<file path="config.mk">
export PLATFORM = sky130hd
export DESIGN_NAME = mem_arbiter
export DESIGN_NICKNAME = d
export VERILOG_FILES = /design/src/rtl/mem_arbiter.sv
export SDC_FILE = /design/constraint.sdc
export NUM_CORES = 1
export LEC_CHECK = 0
export CAP_MARGIN = 20
export CORE_MARGIN = 3
export CORE_UTILIZATION = 45
export DETAILED_ROUTE_END_ITERATION = 16
export PLACE_DENSITY_LB_ADDON = 0.15
export SYNTH_ARGS = -nofsm -noshare
export SYNTH_HDL_FRONTEND = slang
export SYNTH_SLANG_ARGS = --single-unit
</file>
<file path="constraint.sdc">
create_clock -name clk -period 3.86 [get_ports clk]
set_input_delay 0.772 -clock clk [delete_from_list [all_inputs] [get_ports clk]]
set_output_delay 0.772 -clock clk [all_outputs]
set_load 0.01 [all_outputs]
</file>
<file path="src/rtl/mem_arbiter.sv">
// Round-robin arbiter that shares one fixed-latency single-port memory between
// the instruction-fetch port and the load/store data port (req/ack handshakes).
module mem_arbiter #(
    parameter int WIDTH   = 32,
    parameter int ADDRW   = 14,
    parameter int LATENCY = 2
) (
    input  logic             clk,
    input  logic             rst,
    input  logic             i_req,
    input  logic [ADDRW-1:0] i_addr,
    output logic [WIDTH-1:0] i_rdata,
    output logic             i_ack,
    input  logic             d_req,
    input  logic             d_we,
    input  logic [ADDRW-1:0] d_addr,
    input  logic [WIDTH-1:0] d_wdata,
    output logic [WIDTH-1:0] d_rdata,
    output logic             d_ack,
    output logic             mem_en,
    output logic             mem_we,
    output logic [ADDRW-1:0] mem_addr,
    output logic [WIDTH-1:0] mem_wdata,
    input  logic [WIDTH-1:0] mem_rdata,
    output logic             busy
);

    typedef enum logic [1:0] {S_IDLE, S_ISSUE, S_WAIT, S_RESP} state_t;

    state_t           state;
    state_t           state_nxt;
    logic             grant_d;       // current transaction belongs to the data port
    logic             last_grant_d;  // winner of the most recent conflict
    logic             lat_we;
    logic [3:0]       cnt;

    logic             pick_d;
    logic             grant_start;
    logic             capture;
    logic             mem_en_nxt;
    logic             mem_we_nxt;
    logic [ADDRW-1:0] mem_addr_nxt;
    logic [WIDTH-1:0] mem_wdata_nxt;
    logic             i_ack_nxt;
    logic             d_ack_nxt;

    // On a conflict the port that lost the previous conflict wins this one.
    assign pick_d      = d_req && (!i_req || !last_grant_d);
    assign grant_start = (state == S_IDLE) && (i_req || d_req);
    assign capture     = (state == S_WAIT) && (cnt == '0);
    assign busy        = (state != S_IDLE);

    always_ff @(posedge clk or negedge rst) begin
        if (!rst) state <= S_IDLE;
        else      state <= state_nxt;
    end

    always_comb begin
        state_nxt = state;
        case (state)
            S_IDLE:  if (i_req || d_req) state_nxt = S_ISSUE;
            S_ISSUE: state_nxt = lat_we ? S_RESP : S_WAIT;
            S_WAIT:  if (cnt == '0) state_nxt = S_RESP;
            S_RESP:  state_nxt = S_IDLE;
            default: state_nxt = S_IDLE;
        endcase
    end

    always_comb begin
        // NOTE: every signal written here gets a default first, so no latch can be inferred.
        mem_en_nxt    = 1'b0;
        mem_we_nxt    = 1'b0;
        mem_addr_nxt  = '0;
        mem_wdata_nxt = '0;
        if (grant_start) begin
            mem_en_nxt   = 1'b1;
            mem_we_nxt   = pick_d && d_we;
            mem_addr_nxt = pick_d ? d_addr : i_addr;
            if (pick_d && d_we) mem_wdata_nxt = d_wdata;
        end
        i_ack_nxt = (state_nxt == S_RESP) && !grant_d;
        d_ack_nxt = (state_nxt == S_RESP) && grant_d;
    end

    // The memory strobe is loaded on the edge that enters ISSUE, so it is high exactly there.
    always_ff @(posedge clk or negedge rst) begin
        if (!rst) begin
            mem_en       <= 1'b0;
            mem_we       <= 1'b0;
            mem_addr     <= '0;
            mem_wdata    <= '0;
            i_ack        <= 1'b0;
            d_ack        <= 1'b0;
            i_rdata      <= '0;
            d_rdata      <= '0;
            grant_d      <= 1'b0;
            last_grant_d <= 1'b0;
            lat_we       <= 1'b0;
            cnt          <= '0;
        end else begin
            // NOTE: sequential state uses non-blocking assignments so every register samples pre-edge values.
            mem_en    <= mem_en_nxt;
            mem_we    <= mem_we_nxt;
            mem_addr  <= mem_addr_nxt;
            mem_wdata <= mem_wdata_nxt;
            i_ack     <= i_ack_nxt;
            d_ack     <= d_ack_nxt;
            if (grant_start) begin
                grant_d <= pick_d;
                lat_we  <= pick_d && d_we;
                if (i_req && d_req) last_grant_d <= pick_d;
            end
            if (state == S_ISSUE)                 cnt <= 4'(LATENCY - 1);
            else if (state == S_WAIT && cnt != '0) cnt <= cnt - 4'd1;
            if (capture) begin
                if (grant_d) d_rdata <= mem_rdata;
                else         i_rdata <= mem_rdata;
            end
        end
    end

endmodule

</file>
==> results.py, run 1 <==
metrics = {
    "sta": {
        "hold_violations": 0,
        "period_share_pct": 71.1,
        "worst_slack_ps": 1110,
        "fin_skew_ps": 7.50,
        "setup_violations": 0,
        "relSlewSlack_pct": 30.0,
        "fin_crit_ps": 2750,
        "worstMarginPinSlew_ps": 1040,
        "fmaxAchievable_mhz": 364,
        "slew_violations": 0,
        "holdWs_ps": 166,
        "rsz0062_at_grt": "false",
        "timing.setup.tns_ps": 0,
    },
    "power_and_ir_drop": {
        "p_per_area_nw_per_um2": 742,
        "p_switching_uw": 1560,
        "ir_drop_uv": 309,
        "p_int_uw": 4050,
        "power.share.switching_pct": 27.8,
        "p_leak_uw": 0.00345,
        "power_frac_comb_pct": 36.0,
        "clockPowerShare_pct": 28.8,
        "p_seq_share_pct": 35.2,
    },
    "synthesis": {
        "synth_edf_count": 0,
        "yosys.area_share.simple_pct": 9.01,
        "yosys.area_share.adder_pct": 1.06,
        "synth_xor_area_share_pct": 0.185,
        "async_flop_share_pct": 100,
        "synth_compound_area_share_pct": 3.34,
        "ys_ff_latch": 123,
        "synthCells": 319,
        "syn_nets": 420,
        "synthMuxAreaShare_pct": 17.9,
        "yosysUniqueCellTypes": 32,
        "syn_area_um2": 4720,
        "synth.avg_cell_area_um2": 14.8,
        "yosysSeqAreaShare_pct": 65.2,
        "synth_ff_type": "dfrtp_1",
        "yosysWarnings": 0,
        "synth_top_family_by_area": "multiplexers",
    },
    "floorplanning": {
        "start_util_pct": 47.2,
        "die_x_um": 108,
        "dieArea_um2": 11800,
        "io_pins": 212,
        "die_h_um": 108,
        "coreArea_um2": 10000,
        "row_count": 36,
    },
    "drt": {
        "ant_nets": 0,
        "drc": 0,
        "first_pass_iters": 4,
        "routed_wirelength_mm": 11.6,
        "drt_iter0_drc": 132,
        "num_vias": 3294,
        "routedWlPerCell_um": 16.9,
        "vias_per_cell": 4.82,
    },
    "critical_path": {
        "cp.arrival_ps": 1970,
        "cp_data_required_time_ps": 3090,
        "cp-startpoint": "state[0]",
        "cp_max_fo": 7,
        "crit_type": "reg -> out",
        "crit_path_start_kind": "flip-flop",
        "rr_worst_depth": 5,
        "r2r_slack_ps": 1500,
        "cp-endpoint": "busy",
        "r2r_start": "state[0]",
        "reg2reg_to": "i_rdata[21]",
        "end_kind": "output pin",
    },
    "finish": {
        "design_area_um2": 7560,
        "drive_gt1_share_pct": 19.4,
        "fill_cells": 688,
        "area_delta_synth_final_pct": 60.1,
        "multiInputGateArea_um2": 1490,
        "ff_latch_area_um2": 3080,
        "nets": 639,
        "num_antenna_cells": 0,
    },
    "cts": {
        "cts_setup_buffers": 0,
        "holdBufCountCts": 0,
        "clock-sinks": 123,
        "clock_path_buffers": 2,
        "htreeDepth": 4,
        "numCtsBuffers": 17,
        "path_clk_slew_ps": 60,
        "cts-resized-gates": 0,
        "cts_root_buf": "clkbuf_8",
        "cts_tree": "done",
        "clkLatencyLatePin_ps": 510,
    },
    "global_routing": {
        "grt_usage_pct": 20.3,
        "grt_pass1_vias": 3394,
        "grt_pass1_wl_mm": 17.8,
        "antenna_found_initial": 0,
        "grt_max_degree": 84,
        "gr-total-overflow": 0,
    },
    "hold_path": {
        "hold_path_class": "in -> async",
    },
    "placed_design": {
        "dpl_cell_area_um2": 6900,
        "gp_congestion": 0.816,
        "port_buffers": 211,
        "place_ws_ps": 1270,
        "hpwl_mm": 8.27,
    },
    "run_status": {
        "status": "completed",
    },
    "job": {
        "cap_viol_max_count": 0,
    },
}
-- synthesized netlist by cell type, types with 2 or more instances --
master	instances	area, µm²
a21oi_1	17	85.1
and2_1	32	200
and3_1	4	25.0
buf_12	3	60.1
buf_2	2	10.0
buf_4	3	22.5
buf_6	2	22.5
clkbuf_1	5	18.8
dfrtp_1	123	3080
ha_1	4	50.1
inv_1	7	26.3
mux2_2	34	383
mux2_4	30	450
nand2_1	32	120
nor2_1	4	15.0
-- state kept, by name, indices dropped and copies added (netlist names) --
name and cells:
last_grant_d 1, grant_d 1, mem_en 1, mem_we 1
d_ack 1, state 2, i_rdata 32, cnt 4
mem_wdata 32, d_rdata 32, i_ack 1, mem_addr 14
lat_we 1
-- area by class of cell --
cell class	count	area share [%]
clock buffers	17	5.48
clock inverters	15	2.63
inverters	7	0.348
multi-input cells	174	19.7
flip-flops and latches	123	40.7
well taps	133	2.20
repair buffers	215	28.9
-- through the flow --
stage | instances | power (µW) | utilization [%]
after floorplan | 319 | 2910 | -
after global placement | 650 | 3960 | 69.0
after detailed placement | 650 | 4020 | 69.0
after CTS | 682 | 5660 | 75.1
after global routing | 684 | 5910 | 75.6
final | 684 | 5610 | 75.6
-- per-layer routing --
| layer | share of wire, % | up-vias | global-route usage, % |
|---|---|---|---|
| met5 | 0 | - | 0 |
| met4 | 1.4 | 0 | 7.39 |
| met3 | 14 | 13 | 12.2 |
| met2 | 47 | 165 | 30.7 |
| met1 | 38 | 1608 | 23.8 |
| li1 | - | 1508 | - |
-- how the worst min path moves through the flow --
stage	startpoint	to	slack [ps]	cells past startpoint
2_1_floorplan	lat_we	lat_we	450	1
5_1_grt	rst	i_rdata[18]	160	1
6_report	rst	i_rdata[18]	170	1
3_3_place_gp	lat_we	lat_we	490	1
3_5_place_dp	lat_we	lat_we	480	1
4_1_cts	rst	d_rdata[18]	480	1
-- logic make-up after synthesis --
| logic type | after synthesis |
|---|---|
| and+or+nand+nor | 78 |
| xor gates and xnor gates | 1 |
| AOI/OAI and AO/OA | 26 |
| adders and majority gates | 4 |
| buffers and inverters | 22 |
| DFF | 123 |
| muxes | 65 |
-- cell usage in the layout (no fill, tap or decap), types with 7 or more instances in the layout --
| cell | instances |
|---|---|
| nand2_1 | 32 |
| and2_1 | 32 |
| inv_1 | 7 |
| clkdlybuf4s50_1 | 210 |
| dfrtp_1 | 123 |
| mux2_4 | 30 |
| a21oi_1 | 17 |
| mux2_2 | 34 |
| clkbuf_16 | 16 |
-- power by group through the flow --
| stage | sequential [µW] | clock (µW) | combinational (µW) |
|---|---|---|---|
| after floorplan | 2160 | 0 | 758 |
| after global placement | 1970 | 0 | 1990 |
| after detailed placement | 1990 | 0 | 2030 |
| after CTS | 1980 | 1650 | 2040 |
| after global routing | 2030 | 1720 | 2160 |
| final | 1980 | 1610 | 2020 |
-- critical path, stage by stage (launching register included) --
cell             delay [ps]
dfrtp_1                 390
inv_1                    90
ha_1                    310
inv_1                   100
clkdlybuf4s50_1         580
(Power assumes the default switching activity.)
==> run 2: changes to the inputs <==
--- a/config.mk
+++ b/config.mk
@@ -7,7 +7,7 @@
 export LEC_CHECK = 0
 export CAP_MARGIN = 20
 export CORE_MARGIN = 3
-export CORE_UTILIZATION = 45
+export CORE_UTILIZATION = 42
 export DETAILED_ROUTE_END_ITERATION = 16
 export PLACE_DENSITY_LB_ADDON = 0.15
 export SYNTH_ARGS = -nofsm -noshare
==> constraint.sdc (replaced) <==
create_clock -name clk -period 2.6 [get_ports clk]
set_input_delay 0.52 -clock clk [delete_from_list [all_inputs] [get_ports clk]]
set_output_delay 0.52 -clock clk [all_outputs]
set_load 0.01 [all_outputs]
==> results.py, run 2 (synthesized netlist as in run 1, its figures left out) <==
metrics = {
    "cts": {
        "numCtsBuffers": 17,
        "path_clk_slew_ps": 50,
        "holdBufCountCts": 0,
        "cts_root_buf": "clkbuf_16",
        "clock_path_buffers": 2,
        "clock-sinks": 123,
        "cts_setup_buffers": 0,
        "htreeDepth": 4,
        "cts_tree": "done",
        "clkLatencyLatePin_ps": 400,
        "cts-resized-gates": 0,
    },
    "finish": {
        "num_antenna_cells": 0,
        "reg_top3": "d_rdata x32, i_rdata x32, mem_wdata x32",
        "stdcell_count": 696,
        "final_common_cell": "clkdlybuf4s50_1",
        "drive_gt1_share_pct": 20.1,
        "area_delta_synth_final_pct": 61.8,
        "fill_cells": 793,
        "mostFrequentLayoutCells": "clkdlybuf4s50_1 (210), dfrtp_1 (123), mux2_2 (34)",
        "nets": 644,
    },
    "drt": {
        "drt_iter0_drc": 125,
        "vias_per_cell": 4.70,
        "ant_nets": 0,
        "first_pass_iters": 6,
        "routed_wirelength_mm": 11.7,
        "num_vias": 3271,
        "routedWlPerCell_um": 16.8,
        "drc": 0,
    },
    "sta": {
        "fmaxAchievable_mhz": 434,
        "worst_slack_ps": 294,
        "worstMarginPinSlew_ps": 604,
        "period_share_pct": 88.7,
        "hold_violations": 0,
        "fin_crit_ps": 2310,
        "relSlewSlack_pct": 59.8,
        "timing.setup.tns_ps": 0,
        "rsz0062_at_grt": "false",
        "fin_skew_ps": 6.21,
        "slew_violations": 0,
        "setup_violations": 0,
    },
    "job": {
        "cap_viol_max_count": 0,
    },
    "power_and_ir_drop": {
        "clockPowerShare_pct": 30.7,
        "power.share.switching_pct": 26.6,
        "p_leak_uw": 0.00349,
        "p_switching_uw": 2280,
        "ir_drop_uv": 540,
        "p_per_area_nw_per_um2": 1120,
        "power_frac_comb_pct": 34.9,
        "p_seq_share_pct": 34.4,
        "p_int_uw": 6290,
        "finalPower_uw": 8570,
    },
    "critical_path": {
        "crit_type": "reg -> out",
        "cp_data_required_time_ps": 2080,
        "crit_path_start_kind": "flip-flop",
        "cp_max_fo": 7,
        "cp.arrival_ps": 1790,
        "end_kind": "output pin",
    },
    "hold_path": {
        "hold_path_class": "in -> async",
    },
    "placed_design": {
        "place_ws_ps": 473,
        "hpwl_mm": 8.58,
        "gp_congestion": 0.744,
        "port_buffers": 211,
        "dpl.cell_count": 664,
    },
    "run_status": {
        "status": "completed",
    },
    "global_routing": {
        "grt_pass1_wl_mm": 18.8,
        "grt_usage_pct": 19.4,
        "antenna_found_initial": 0,
        "grt_pass1_vias": 3529,
        "gr-total-overflow": 0,
        "grt_max_degree": 51,
    },
    "floorplanning": {
        "coreArea_um2": 10900,
        "io_pins": 212,
        "die_h_um": 112,
        "die_x_um": 112,
        "start_util_pct": 43.2,
        "dieArea_um2": 12600,
        "row_count": 38,
    },
}
[run 2: final timing paths]
path                       startpoint          end  slack, ps  depth (start not counted)
setup / recovery             state[0]         busy        290                          4
hold / removal                    rst  i_rdata[14]         60                          1
setup reg to reg             state[0]  d_rdata[23]        450                          6
hold reg to reg            i_rdata[0]   i_rdata[0]        500                          1
max in group asynchronous         rst   i_rdata[4]       1880                          2
min in group clk           i_rdata[0]   i_rdata[0]        500                          1
[run 2: layout make-up]
class / instances / area (µm²) / share of cell area, %
multi-input cells: 174 / 1490 / 19.5
clock inverters: 10 / 185 / 2.42
clock buffers: 22 / 494 / 6.47
flip-flops and latches: 123 / 3080 / 40.3
well taps: 140 / 175 / 2.29
repair buffers: 220 / 2190 / 28.7
inverters: 7 / 26.3 / 0.344
[run 2: critical path, stage by stage (launching register included)]
cell and delay (ps):
dfrtp_1 370, inv_1 80, ha_1 280, inv_1 100
clkdlybuf4s50_1 560
[run 2: power by group through the flow]
stage	Combinational [µW]	Sequential (µW)	Clock, µW
2_1_floorplan	1130	3200	0
3_3_place_gp	2950	2950	0
3_5_place_dp	3010	2970	0
4_1_cts	3030	2950	2690
5_1_grt	3180	3040	2790
6_report	2990	2950	2630
[run 2: layer usage]
layer / global-route usage (%) / vias to the layer above / wire, µm
met5: 0 / - / 0
met4: 6.49 / 0 / 106
met3: 10.5 / 8 / 1430
met2: 30.3 / 159 / 5420
met1: 23.2 / 1577 / 4700
li1: - / 1527 / -
[run 2: metrics by stage]
stage | util (%) | hold WS, ps | instance area, µm²
floorplan | - | 224 | 4720
global placement | 63.7 | 484 | 6960
detailed placement | 63.7 | 494 | 6960
CTS | 69.9 | 72.1 | 7640
global route | 69.9 | 78.9 | 7640
finish | 69.9 | 64.5 | 7640
